### src/rtl/shift_scheduler_pkg.sv
// Shared types and sizing for the shift scheduler and its round-robin arbiter.
package shift_scheduler_pkg;

  localparam int NUM_REQ = 4;
  localparam int DATA_W  = 8;
  localparam int DEPTH_W = 3;

  typedef enum logic [1:0] {
    IDLE = 2'd0,
    UP   = 2'd1,
    DOWN = 2'd2,
    FIN  = 2'd3
  } state_e;

  function automatic logic [1:0] onehotToIdx(input logic [NUM_REQ-1:0] oh);
    logic [1:0] idx;
    idx = 2'd0;
    for (int i = 0; i < NUM_REQ; i++) begin
      if (oh[i]) idx = 2'(i);
    end
    return idx;
  endfunction

endpackage

### src/rtl/shift_scheduler_rr.sv
// Four-way round-robin pick: first active request at or above ptr, modulo 4.
module rr_arbiter4
  import shift_scheduler_pkg::*;
(
  input  logic [NUM_REQ-1:0] req_i,
  input  logic [1:0]         ptr_i,
  output logic [NUM_REQ-1:0] pick_o,
  output logic               valid_o
);

  logic [1:0] idx;

  always_comb begin
    pick_o  = '0;
    valid_o = 1'b0;
    idx     = 2'd0;
    for (int i = 0; i < NUM_REQ; i++) begin
      idx = ptr_i + 2'(i);
      if (!valid_o && req_i[idx]) begin
        pick_o[idx] = 1'b1;
        valid_o     = 1'b1;
      end
    end
  end

endmodule

### src/rtl/shift_scheduler.sv
// Walking-one sweep engine shared by four requesters; one sweep up to the
// requested depth and back down, then a one-cycle done pulse to the owner.
module shift_scheduler
  import shift_scheduler_pkg::*;
(
  input  logic                  clk,
  input  logic                  rst_n,
  input  logic [NUM_REQ-1:0]    req,
  input  logic [NUM_REQ*DEPTH_W-1:0] num,
  output logic [NUM_REQ-1:0]    grant,
  output logic [NUM_REQ-1:0]    done,
  output logic                  busy,
  output logic [DATA_W-1:0]     shift_out,
  output logic [1:0]            state,
  output logic [DEPTH_W-1:0]    pos
);

  state_e               state_q;
  logic [NUM_REQ-1:0]   grant_q;
  logic [NUM_REQ-1:0]   done_q;
  logic                 busy_q;
  logic [DATA_W-1:0]    shift_q;
  logic [DEPTH_W-1:0]   pos_q;
  logic [DEPTH_W-1:0]   tgt_q;
  logic [1:0]           ptr_q;

  logic [NUM_REQ-1:0]   pick;
  logic                 pickValid;
  logic [1:0]           pickIdx;
  logic [DEPTH_W-1:0]   depth_d;

  rr_arbiter4 u_arb (
    .req_i   (req),
    .ptr_i   (ptr_q),
    .pick_o  (pick),
    .valid_o (pickValid)
  );

  assign pickIdx = onehotToIdx(pick);

  always_comb begin
    depth_d = num[2:0];
    case (pickIdx)
      2'd1:    depth_d = num[5:3];
      2'd2:    depth_d = num[8:6];
      2'd3:    depth_d = num[11:9];
      default: depth_d = num[2:0];
    endcase
  end

  // req/num are only looked at in IDLE, so a running sweep always finishes on its latched depth.
  always_ff @(posedge clk or negedge rst_n) begin
    if (!rst_n) begin
      state_q <= IDLE;
      grant_q <= '0;
      done_q  <= '0;
      busy_q  <= 1'b0;
      shift_q <= '0;
      pos_q   <= '0;
      tgt_q   <= '0;
      ptr_q   <= 2'd0;
    end else begin
      case (state_q)
        IDLE: begin
          if (pickValid) begin
            grant_q <= pick;
            tgt_q   <= depth_d;
            shift_q <= 8'h01;
            pos_q   <= '0;
            ptr_q   <= pickIdx + 2'd1;
            busy_q  <= 1'b1;
            if (depth_d == '0) begin
              state_q <= FIN;
              done_q  <= pick;
            end else begin
              state_q <= UP;
              done_q  <= '0;
            end
          end
        end
        UP: begin
          shift_q <= shift_q << 1;
          pos_q   <= pos_q + 3'd1;
          if (pos_q + 3'd1 == tgt_q) state_q <= DOWN;
        end
        DOWN: begin
          shift_q <= shift_q >> 1;
          pos_q   <= pos_q - 3'd1;
          if (pos_q == 3'd1) begin
            state_q <= FIN;
            done_q  <= grant_q;
          end
        end
        FIN: begin
          state_q <= IDLE;
          grant_q <= '0;
          done_q  <= '0;
          busy_q  <= 1'b0;
          shift_q <= '0;
          pos_q   <= '0;
        end
        default: state_q <= IDLE;
      endcase
    end
  end

  assign grant     = grant_q;
  assign done      = done_q;
  assign busy      = busy_q;
  assign shift_out = shift_q;
  assign state     = state_q;
  assign pos       = pos_q;

endmodule

### config.mk
export PLATFORM = sky130hd
export DESIGN_NAME = shift_scheduler
export DESIGN_NICKNAME = d
export VERILOG_FILES = /design/src/rtl/shift_scheduler_pkg.sv /design/src/rtl/shift_scheduler_rr.sv /design/src/rtl/shift_scheduler.sv
export SDC_FILE = /design/constraint.sdc
export NUM_CORES = 1
export LEC_CHECK = 0
export ABC_AREA = 1
export BUFFER_PORTS_ARGS = -buffer_cell sky130_fd_sc_hd__buf_4
export CAP_MARGIN = 10
export CORE_ASPECT_RATIO = 0.5
export CORE_MARGIN = 5
export CORE_UTILIZATION = 36
export DETAILED_ROUTE_END_ITERATION = 6
export PLACE_DENSITY_LB_ADDON = 0.12
export SLEW_MARGIN = 10
export SYNTH_ARGS = -nofsm -noshare
export SYNTH_HDL_FRONTEND = slang
export SYNTH_HIERARCHICAL = 1
export SYNTH_SLANG_ARGS = --single-unit
### constraint.sdc
create_clock -name clk -period 2.5 [get_ports clk]
set_input_delay 0.125 -clock clk [delete_from_list [all_inputs] [get_ports clk]]
set_output_delay 0.125 -clock clk [all_outputs]
set_load 0.005 [all_outputs]
# ---- Yosys cells after proc, flatten, opt, wreduce, memory -nomap -nowiden
# Index checks and enable logic that the tools add are counted.
dict set report word_totals {
  register_bits 27
  latch_bits 0
  ram_bits 0
  mem_bits_ro 0
  inputBits 18
  out_inout_bits 22
  word_cells 99
  memories 0
}
dict set report classes {
  addsub 6
  n_mul 0
  n_div 0
  n_lt_le_gt_ge 8
  n_eq_ne 11
  shifts 0
  mux 45
  n_bitwise 3
  n_reduce_logical 18
}
# operator count
set op_table {}
lappend op_table {{two-way mux 4 bit} 8}
lappend op_table {{one-hot mux 8 bit (4 select lines)} 1}
lappend op_table {{two-way mux 1 bit} 14}
lappend op_table {{less-than comparator 2 x 3 -> 1 bit, second input constant} 4}
lappend op_table {{two-way mux 2 bit} 6}
lappend op_table {{bitwise OR 4 bit} 3}
lappend op_table {{one-hot mux 3 bit (4 select lines)} 1}
lappend op_table {{one-hot mux 4 bit (3 select lines)} 1}
lappend op_table {{one-hot mux 3 bit (3 select lines)} 1}
lappend op_table {{binary-select mux 1 bit (select 2 bit)} 4}
lappend op_table {{demux 1 bit (select 2 bit)} 4}
lappend op_table {{== test 2 bit, second input constant} 4}
lappend op_table {{greater-or-equal comparator 2 x 1 -> 1 bit, second input constant} 4}
lappend op_table {{two-way mux 8 bit} 1}
lappend op_table {{one-hot mux 2 bit (4 select lines)} 1}
lappend op_table {{one-hot mux 4 bit (2 select lines)} 1}
lappend op_table {{logical AND 1 bit} 7}
lappend op_table {{!= test 2 bit, second input constant} 3}
lappend op_table {{AND reduction 3 bit} 2}
lappend op_table {{adder 2 x 1 -> 2 bit, second input constant} 2}
lappend op_table {{adder 2 bit, second input constant} 2}
lappend op_table {{== test 2 x 1 -> 1 bit, second input constant} 2}
lappend op_table {{AND reduction 2 bit} 2}
lappend op_table {{adder 3 x 1 -> 3 bit, second input constant} 1}
lappend op_table {{10 further kinds} 12}

# ---- Depth between registers and ports, before layout
# Gate-level depths: netlist of run 1.
dict set report logic_depth {
  ltp_word 21
  ltp_mapped 20
  depth_no_buf 20
}

# ---- By module
# Netlist of run 1, hierarchy kept.
# module instances cells_per_inst area_each_um2 seq_area_each_um2
set modules_own_cells {}
lappend modules_own_cells {shift_scheduler 1 201 1602.8 675.6}
lappend modules_own_cells {rr_arbiter4 1 76 419.2 0.0}

# ---- Least setup slack after synthesis of run 1
# OpenSTA, ideal clock, no wires.
dict set report synth_timing {
  path_kind {register to register}
  start {register ptr_q[0]}
  end {register state_q[1], in the netlist state[1]}
  setup_time_ps 65
  t_arrival_ps 2689
  t_required_ps 2435
  setup_slack_ps -254
  path_stages_with_launch 21
  path_buffers 0
  period_less_slack_ps 2754
  cell_sequence {dfrtp_1 -> inv_2 -> ha_1 -> inv_1 -> nand3_1 -> nand2_1 -> nand2_2 -> nor2_4 -> nand3_1 -> nand2_1 -> inv_1 -> a21oi_1 -> inv_1 -> ha_1 -> nand2_1 -> nand2_1 -> o21ai_2 -> nand3_1 -> nand2_1 -> nand3_1 -> nand2_1}
}
dict set report synth_between {
  elab_cells_between_ends 61
  cone_classes {add/sub (3); order compare (8); eq/ne (4); mux (31); bitwise (3); reduce/logical (12)}
}
# element line
set synth_lines {}
lappend synth_lines {{start: declaration} shift_scheduler.sv:25} ;# logic [1:0] ptr_q;
lappend synth_lines {{start signal: assignment} shift_scheduler.sv:70} ;# ptr_q <= pickIdx + 2'd1;
lappend synth_lines {{branches (longest 11 deep; another with less-than comparator 2 x 3 -> 1 bit)} --}
lappend synth_lines {{two-way mux 4 bit *} shift_scheduler_rr.sv:19} ;# if (!valid_o && req_i[idx]) begin
lappend synth_lines {{via pick[2]} shift_scheduler.sv:27} ;# logic [NUM_REQ-1:0] pick;
lappend synth_lines {{two-way mux 2 bit * (2 in a row)} shift_scheduler_pkg.sv:19} ;# if (oh[i]) idx = 2'(i);
lappend synth_lines {{== test 2 bit or == test 2 x 1 -> 1 bit (tied branches)} shift_scheduler.sv:43} ;# case (pickIdx)
lappend synth_lines {{one-hot mux 3 bit (3 select lines) *} shift_scheduler.sv:43}
lappend synth_lines {{zero test 3 bit *} shift_scheduler.sv:72} ;# if (depth_d == '0) begin
lappend synth_lines {{two-way mux 2 bit *} shift_scheduler.sv:72}
lappend synth_lines {{two-way mux 2 bit *} shift_scheduler.sv:65} ;# if (pickValid) begin
lappend synth_lines {{one-hot mux 2 bit (4 select lines) *} shift_scheduler.sv:63} ;# case (state_q)
lappend synth_lines {{end signal: assignment} shift_scheduler.sv:73} ;# state_q <= FIN;
lappend synth_lines {{end signal: assignment} shift_scheduler.sv:76} ;# state_q <= UP;
lappend synth_lines {{end signal: assignment} shift_scheduler.sv:84} ;# if (pos_q + 3'd1 == tgt_q) state_q <= DOWN;
lappend synth_lines {{end: declaration} shift_scheduler.sv:18} ;# state_e state_q;
# Mark *: on every way through the listed nets, which the timed path passes. The select of a mux whose other input is x is not followed.
# A chain may end at the register's enable or synchronous reset.

# ---- Worst setup path in the final report of run 1
dict set report layout_timing {
  start {register ptr_q[0]}
  end {register done_q[1], in the netlist done[1]}
}
dict set report layout_between {
  elab_cells_between_ends 61
  cone_classes {add/sub (3); order compare (8); eq/ne (4); mux (31); bitwise (3); reduce/logical (12)}
}
# element line
set layout_lines {}
lappend layout_lines {{branches (longest 11 deep; another with less-than comparator 2 x 3 -> 1 bit)} --}
lappend layout_lines {{two-way mux 4 bit *} shift_scheduler_rr.sv:19}
lappend layout_lines {{via pick[2]} shift_scheduler.sv:27}
lappend layout_lines {{two-way mux 2 bit * (2 in a row)} shift_scheduler_pkg.sv:19}
lappend layout_lines {{== test 2 bit or == test 2 x 1 -> 1 bit (tied branches)} shift_scheduler.sv:43}
lappend layout_lines {{one-hot mux 3 bit (3 select lines) *} shift_scheduler.sv:43}
lappend layout_lines {{zero test 3 bit *} shift_scheduler.sv:72}
lappend layout_lines {{two-way mux 4 bit *} shift_scheduler.sv:72}
lappend layout_lines {{two-way mux 4 bit *} shift_scheduler.sv:65}
lappend layout_lines {{one-hot mux 4 bit (3 select lines) *} shift_scheduler.sv:63}
lappend layout_lines {{end signal: assignment} shift_scheduler.sv:74} ;# done_q <= pick;
lappend layout_lines {{end signal: assignment} shift_scheduler.sv:91} ;# done_q <= grant_q;
lappend layout_lines {{end: declaration} shift_scheduler.sv:20} ;# logic [NUM_REQ-1:0] done_q;
# Marks and branches as above.

==> flow_summary.ini, run 1 <==
[route]
dr_total_vias = 1996
avgRoutedWirePerCell_um = 12.85
drcViolationCount = 0
postRouteAntennaNets = 0
dr.pass1.iters = 6
avgViaCountPerCell = 4.845
drt-total-wl_um = 5295
drt_iter0_drc = 92

[global_routing]
grt-ovfl-total = 0
grt_pass1_vias = 1950
grt_max_degree = 28
grt_pass1_wl_um = 8742
grt_usage = 0.1453
antenna_found_initial = 0

[sta]
finalWorstSetupSlack_ns = -0.1059
timing.fmax_mhz = 383.7
setup_viol = 6
rsz0062_at_grt = yes
relSlewSlack = 0.7396
fin_crit_sh = 1.042
finalMaxSlewViolations = 0
period_minus_slack_ns = 2.606
finalHoldViolCount = 0
worstMarginPinSlew_ns = 0.3907
setup_tns_ns = -0.4960
skew_ns = 0.002118

[logic_synthesis]
async_flop_share = 1.000
synth-edff-count = 0
syn_area_um2 = 2022
synth_cell_types = 27
synth_flop_cell = dfrtp_1
synthesis.nets = 312
yosys_warnings = 6
netlist_instances = 277
syn_area_per_cell_um2 = 7.299
synth_seq_cells = 27
seq_area_frac_synth = 0.3342

[cts]
root_buffer = clkbuf_16
cts_tree = yes
insertion_delay_ns = 0.26
cts_buffer_depth = 2
clk_pin_slew_ns = 0.06
cts_num_sinks = 27
tritoncts.num_buffers = 3
htree_levels = 1

[worst_setup_path]
regToRegEndpoint = done[1]
cpPeakStageDelay_ns = 0.43
path_cells = inv_4 -> ha_4 -> inv_4 -> nand3_2 -> nand2_2 -> nand2_2 -> nor2_4 -> nand3_2 -> nand2_4 -> inv_4 -> a21oi_4 -> inv_2 -> ha_4 -> nand2_2 -> nand2_2 -> o21ai_4 -> nand4_1 -> a21boi_1
ff2ff_setup_slack_ns = -0.11
cp_slowest_cell = dfrtp_2
reg2reg_from = ptr_q[0]
worstSetupStartpoint = ptr_q[0]
worst_setup_path_start_kind = register
cp-end-kind = register
crit_top_cell = nand2_2
cp.required_ns = 2.68
cp_data_arrival_time_ns = 2.79
rr_worst_depth = 18
critPathMaxFanout = 6
setup.worst_path.class = register to register

[hold_path]
min_path_type = primary input to register
min-delay-start = num[1]
hold_end = done[3]
hold_depth = 5

[die]
dieArea_um2 = 7306
dieWidth_um = 116.0
die_h_um = 63.00
io_pins = 40
core-area_um2 = 5468
num_rows = 19
initial_core_util = 0.3698

[cells_and_area]
final_core_util = 0.5181
fin_nets = 375
layout-drive-gt1-share = 0.3746
syn2layout_area_growth_pct = 40.10
fillers = 542
antenna_cells = 0

[placed_design]
gp_congestion = 0.7964
dp_hpwl_um = 4188
port_buffers = 39

[run_status]
outcome = finished, violations left
violations = negative setup slack

[flow_run]
maxCapViolCount = 0
[Yosys cell counts, types with 2 or more instances]
cell,number,area (um^2)
nand3_4,2,35.03
or2_2,4,25.02
nand2_1,73,274.0
ha_1,17,212.7
o21ai_0,15,75.07
nand4_1,4,25.02
o21ai_2,4,35.03
dfrtp_1,27,675.7
a21boi_1,4,30.03
inv_1,45,168.9
nor2_4,2,22.52
inv_2,3,11.26
nand2_2,5,31.28
nor2_1,14,52.55
nand3_2,2,20.02
o22ai_1,12,75.07
a21oi_1,9,45.04
o21ai_1,2,10.01
nand3_1,24,120.1
nand2_4,2,22.52
[final cells by class]
class	instances	area, um^2	share of cell area
tap	73	91.34	0.03224
timing repair buffer	60	456.7	0.1612
sequential	27	678.2	0.2394
clock buffer	4	78.83	0.02783
inverter	49	193.9	0.06846
multi-input combinational	199	1334	0.4708
[worst max-delay path: cells and delay by family, from the launching register on]
kind,cells,cell delay [ns]
compound gates,3,0.57
simple gates,9,0.84
buf+inv,4,0.31
fa+ha+maj,2,0.39
flops,1,0.43
[per-layer routing]
layer / up-vias / part of all wire / GRT usage
li1: 1020 / - / -
met1: 933 / 0.48 / 0.1948
met2: 41 / 0.47 / 0.2428
met3: 2 / 0.044 / 0.02611
met4: 0 / 0.0077 / 0.03329
met5: - / 0 / 0
[cells in the final DEF, fill, tap and decap left out, types with 2 or more instances in the layout]
cell type	n
inv_2	3
nor2_2	3
nor2_4	3
nand4_1	4
nand3_1	20
o22ai_1	12
inv_4	4
inv_1	41
a21boi_1	4
nand2_1	54
clkbuf_16	3
nand2_4	3
o21ai_4	3
ha_1	13
dfrtp_2	2
or2_4	3
o21ai_1	2
dfrtp_1	25
nand3_2	5
nor2_1	10
o21ai_0	15
buf_4	58
nand2_2	23
a21oi_1	8
ha_4	4
nand3_4	3
[sequential cells by signal (all words and copies together) (netlist names)]
name	cells
shift_out	8
done	4
grant	4
pos	3
tgt_q	3
ptr_q	2
state	2
busy	1
[through the flow]
stage / setup slack, ns / hold WS, ns / std cells / area [um^2]
floorplan: 0.01113 / -0.1706 / 277 / 2086
global placement: -0.03532 / 0.06628 / 401 / 2559
detailed placement: -0.1203 / 0.06367 / 401 / 2559
CTS: -0.02385 / 0.2888 / 411 / 2795
global route: -0.2289 / 0.3155 / 412 / 2833
finish: -0.1059 / 0.2921 / 412 / 2833
[what timing repair did]
item,in CTS,in global routing
hold buffers,1,0
pin swaps,18,15
gates resized for setup,29,9
hold endpoints to repair,27,0
buffers inserted,5,1
endpoints found under the setup margin,6,8
[how the worst max path moves through the flow]
stage / end / slack (ns)
3_5_place_dp: state[1] / -0.12
4_1_cts: done[1] / -0.02
2_1_floorplan: state[1] / 0.01
6_report: done[1] / -0.11
3_3_place_gp: state[1] / -0.04
5_1_grt: done[1] / -0.23
[kinds of logic (layout without fill, tap and decap cells)]
| kind of cell | count (synthesis) | after routing | synth area share |
|---|---|---|---|
| flops | 27 | 27 | 0.3342 |
| fa+ha+maj | 17 | 17 | 0.1052 |
| compound gates | 49 | 49 | 0.1454 |
| mux | 1 | 1 | 0.005569 |
| buf+inv | 51 | 113 | 0.09900 |
| simple gates | 132 | 132 | 0.3106 |
Power of run 1 is not shown: default switching activity piles up to over one toggle a cycle in this logic, so the estimate is an artifact.
==> inputs of run 2 (changes only) <==
--- a/config.mk
+++ b/config.mk
@@ -13,6 +13,7 @@
 export CORE_UTILIZATION = 36
 export DETAILED_ROUTE_END_ITERATION = 6
 export PLACE_DENSITY_LB_ADDON = 0.12
+export REMOVE_ABC_BUFFERS = 1
 export SLEW_MARGIN = 10
 export SYNTH_ARGS = -nofsm -noshare
 export SYNTH_HDL_FRONTEND = slang
==> flow_summary.ini, run 2 (synthesis gave the netlist of run 1 again) <==
[cts]
clk_pin_slew_ns = 0.07
cts_buffer_depth = 2
insertion_delay_ns = 0.27
root_buffer = clkbuf_16
cts_num_sinks = 27
htree_levels = 1
tritoncts.num_buffers = 3
cts_tree = yes

[global_routing]
grt_usage = 0.1454
grt_pass1_wl_um = 8687
antenna_found_initial = 0
grt_max_degree = 28
grt_pass1_vias = 1830
grt-ovfl-total = 0

[cells_and_area]
syn2layout_area_growth_pct = 45.79
largest_reg_flops = 8
layout_common_cells = buf_4 (62), nand2_1 (55), inv_1 (39)
fin_nets = 383
final_common_cell = buf_4
layout-drive-gt1-share = 0.3977
antenna_cells = 0
fin_cells = 420

[worst_setup_path]
critPathMaxFanout = 8
setup.worst_path.class = register to register
cp-end-kind = register
ff2ff_setup_slack_ns = -0.07
cp_data_arrival_time_ns = 2.77
cp.required_ns = 2.70
worst_setup_path_start_kind = register

[placed_design]
gp_congestion = 0.7836
dp_hpwl_um = 3797
dp.cells = 400
pre_cts_slack_ns = -0.3011
port_buffers = 39

[sta]
skew_ns = 0.005942
fin_crit_sh = 1.028
period_minus_slack_ns = 2.570
setup_viol = 6
finalHoldViolCount = 0
hold_ws_ns = 0.2906
worstMarginPinSlew_ns = 0.4208
finalWorstSetupSlack_ns = -0.07003
timing.fmax_mhz = 389.1
finalMaxSlewViolations = 0
rsz0062_at_grt = yes
relSlewSlack = 0.7195
setup_tns_ns = -0.3331

[route]
drcViolationCount = 0
drt_iter0_drc = 107
drt-total-wl_um = 5292
postRouteAntennaNets = 0
avgRoutedWirePerCell_um = 12.60
dr.pass1.iters = 4
dr_total_vias = 1982
avgViaCountPerCell = 4.719

[die]
initial_core_util = 0.3698
dieWidth_um = 116.0
dieArea_um2 = 7306
core-area_um2 = 5468
io_pins = 40
die_h_um = 63.00
num_rows = 19

[run_status]
violations = negative setup slack
outcome = finished, violations left

[flow_run]
maxCapViolCount = 0

[hold_path]
min_path_type = primary input to register
run 2: cell types whose count changed in the layout (fill, tap and decap cells not counted), moves of 3 or more:
cell	delta
inv_2	+3
buf_6	+4
nand2_2	-4
nand2_4	+3
buf_4	+4
run 2: metal layers:
metal | vias up | routed length [um] | share of wire | global-route usage
met2 | 27 | 2651 | 0.50 | 0.2507
met5 | - | 0 | 0 | 0
met3 | 6 | 165 | 0.031 | 0.02611
met1 | 919 | 2398 | 0.45 | 0.1899
met4 | 0 | 77 | 0.015 | 0.03039
li1 | 1030 | - | - | -
run 2: through the flow:
stage            util  cell area (um^2)
3_5_place_dp   0.4549              2487
4_1_cts        0.5169              2826
2_1_floorplan       -              2006
5_1_grt        0.5391              2948
6_report       0.5391              2948
3_3_place_gp   0.4549              2487
run 2: worst max-delay path, stage by stage (launching register included):
cell,delay [ns]
dfrtp_1,0.41
inv_2,0.10
buf_6,0.14
nand2_1,0.10
nand3_2,0.10
nand2_4,0.07
nand3_4,0.11
buf_6,0.11
nor2_4,0.03
nor2_2,0.11
nand2_2,0.09
a21oi_4,0.22
ha_2,0.23
inv_4,0.05
or2_4,0.25
o21ai_4,0.09
nand3_2,0.09
nand2_1,0.07
nand3_1,0.07
nand2_1,0.07
run 2: timing repair:
| action | CTS | global route |
|---|---|---|
| hold buffers | 1 | 0 |
| pin swaps | 24 | 29 |
| setup endpoints to repair | 8 | 10 |
| resized for setup | 44 | 25 |
| buffers inserted | 12 | 4 |
| cloned | 0 | 0 |
| endpoints found under the hold margin | 27 | 0 |
run 2: worst paths after layout:
kind	end	start	cells after the start
worst max-delay path	state[1]	ptr_q[0]	19
worst min-delay path	tgt_q[2]	num[2]	4
worst max register to register	state[1]	ptr_q[0]	19
worst min register to register	tgt_q[1]	tgt_q[1]	2
max in group asynchronous	shift_out[0]	rst_n	2
min in group asynchronous	ptr_q[0]	rst_n	2
run 2: cell type report:
cell class | instances | area (um^2)
tap | 73 | 91.34
multi-input combinational | 199 | 1378
inverter | 49 | 191.4
clock inverter | 1 | 5.005
clock buffer | 3 | 75.07
fill | 512 | 2520
sequential | 27 | 675.6
timing repair buffer | 68 | 531.8
Power of run 2 is left out for the same reason.
==> inputs of run 3 (changes only) <==
--- a/config.mk
+++ b/config.mk
@@ -10,7 +10,7 @@
 export CAP_MARGIN = 10
 export CORE_ASPECT_RATIO = 0.5
 export CORE_MARGIN = 5
-export CORE_UTILIZATION = 36
+export CORE_UTILIZATION = 38
 export DETAILED_ROUTE_END_ITERATION = 6
 export PLACE_DENSITY_LB_ADDON = 0.12
 export REMOVE_ABC_BUFFERS = 1
==> flow_summary.ini, run 3 (synthesis gave the netlist of run 1 again) <==
[run_status]
outcome = complete, no violations

[placed_design]
pre_cts_slack_ns = -0.2681
port_buffers = 39
dp_hpwl_um = 3924
gp_congestion = 0.9312
dp.cells = 401

[global_routing]
grt_max_degree = 28
grt_usage = 0.1481
antenna_found_initial = 0
grt_pass1_vias = 1881
grt_pass1_wl_um = 8245
grt-ovfl-total = 0

[route]
dr_total_vias = 1982
drcViolationCount = 0
drt_iter0_drc = 96
postRouteAntennaNets = 0
avgViaCountPerCell = 4.834
avgRoutedWirePerCell_um = 12.64
dr.pass1.iters = 4
drt-total-wl_um = 5184

[flow_run]
maxCapViolCount = 0

[cts]
htree_levels = 1
tritoncts.num_buffers = 3
cts_tree = yes
root_buffer = clkbuf_8
insertion_delay_ns = 0.29
clk_pin_slew_ns = 0.10
cts_buffer_depth = 2
cts_num_sinks = 27

[worst_setup_path]
cp_data_arrival_time_ns = 2.68
path_cells = inv_2 -> ha_4 -> inv_4 -> buf_4 -> o21a_2 -> nand3_1 -> nand2_2 -> a21oi_4 -> inv_2 -> ha_4 -> nand2_1 -> nand2_2 -> o21ai_4 -> nand4_1 -> a21boi_1
critPathMaxFanout = 6
worst_setup_path_start_kind = register
rr_worst_depth = 15
setup.worst_path.class = register to register
cp-end-kind = register
cpPeakStageDelay_ns = 0.37
cp.required_ns = 2.71
cp_slowest_cell = dfrtp_1

[die]
core-area_um2 = 5045
dieWidth_um = 113.2
io_pins = 40
dieArea_um2 = 6968
initial_core_util = 0.4008
die_h_um = 61.58
num_rows = 18

[hold_path]
hold_depth = 4
min_path_type = primary input to register

[sta]
timing.fmax_mhz = 405.1
finalHoldViolCount = 0
finalMaxSlewViolations = 0
relSlewSlack = 0.7107
period_minus_slack_ns = 2.469
fin_crit_sh = 0.9874
worstMarginPinSlew_ns = 0.4339
skew_ns = 0.01137
setup_viol = 0
finalWorstSetupSlack_ns = 0.03139
hold_ws_ns = 0.2700
rsz0062_at_grt = yes

[cells_and_area]
antenna_cells = 0
layout_common_cells = buf_4 (56), nand2_1 (51), inv_1 (40)
final_common_cell = buf_4
layout-drive-gt1-share = 0.3824
fin_nets = 376
final_core_util = 0.5575
syn2layout_area_growth_pct = 39.11
fin_cells = 410
fillers = 483
largest_reg_flops = 8
==> run 3: worst paths after layout <==
kind	from	end	slack (ns)
hold / removal	num[0]	tgt_q[0]	0.27
hold reg to reg	tgt_q[1]	tgt_q[1]	0.52
setup / recovery	ptr_q[0]	done[0]	0.03
min in group asynchronous	rst_n	shift_out[3]	0.28
setup reg to reg	ptr_q[0]	done[0]	0.03
max in group asynchronous	rst_n	ptr_q[1]	1.94
==> run 3: cell type report <==
type,instances,area (um^2),share of cell area
clock buffers,3,41.29,0.01468
clock inverters,1,7.507,0.002669
inverters,49,186.4,0.06628
multi-input cells,199,1339,0.4760
flip-flops and latches,27,675.6,0.2402
well taps,70,87.58,0.03114
repair buffers,61,475.5,0.1690
==> run 3: worst max-delay path: cells and delay by family (launching register included) <==
| family | cells | cell delay [ns] |
|---|---|---|
| buf+inv | 4 | 0.31 |
| flops | 1 | 0.37 |
| compound gates | 4 | 0.80 |
| simple gates | 5 | 0.45 |
| fa+ha+maj | 2 | 0.46 |
==> run 3: what timing repair did <==
action	4_1_cts	5_1_grt
hold buffers	1	0
cloned	0	0
buffers inserted	3	1
pin swaps	16	15
setup endpoints to repair	8	8
gates resized for setup	42	16
endpoints found under the hold margin	27	0
==> run 3: stage by stage <==
step | instance area, um^2 | TNS (ns)
floorplan | 2006 | -1.666
global placement | 2514 | -1.049
detailed placement | 2514 | -1.704
CTS | 2744 | -0.005308
global route | 2813 | -0.8402
finish | 2813 | 0
==> run 3: layer usage <==
| metal | part of all wire | up-vias | global-route usage |
|---|---|---|---|
| met1 | 0.46 | 918 | 0.1840 |
| met3 | 0.051 | 2 | 0.02748 |
| met4 | 0.0037 | 0 | 0.02226 |
| li1 | - | 1016 | - |
| met2 | 0.48 | 46 | 0.2811 |
| met5 | 0 | - | 0 |
Power of run 3 is left out for the same reason.
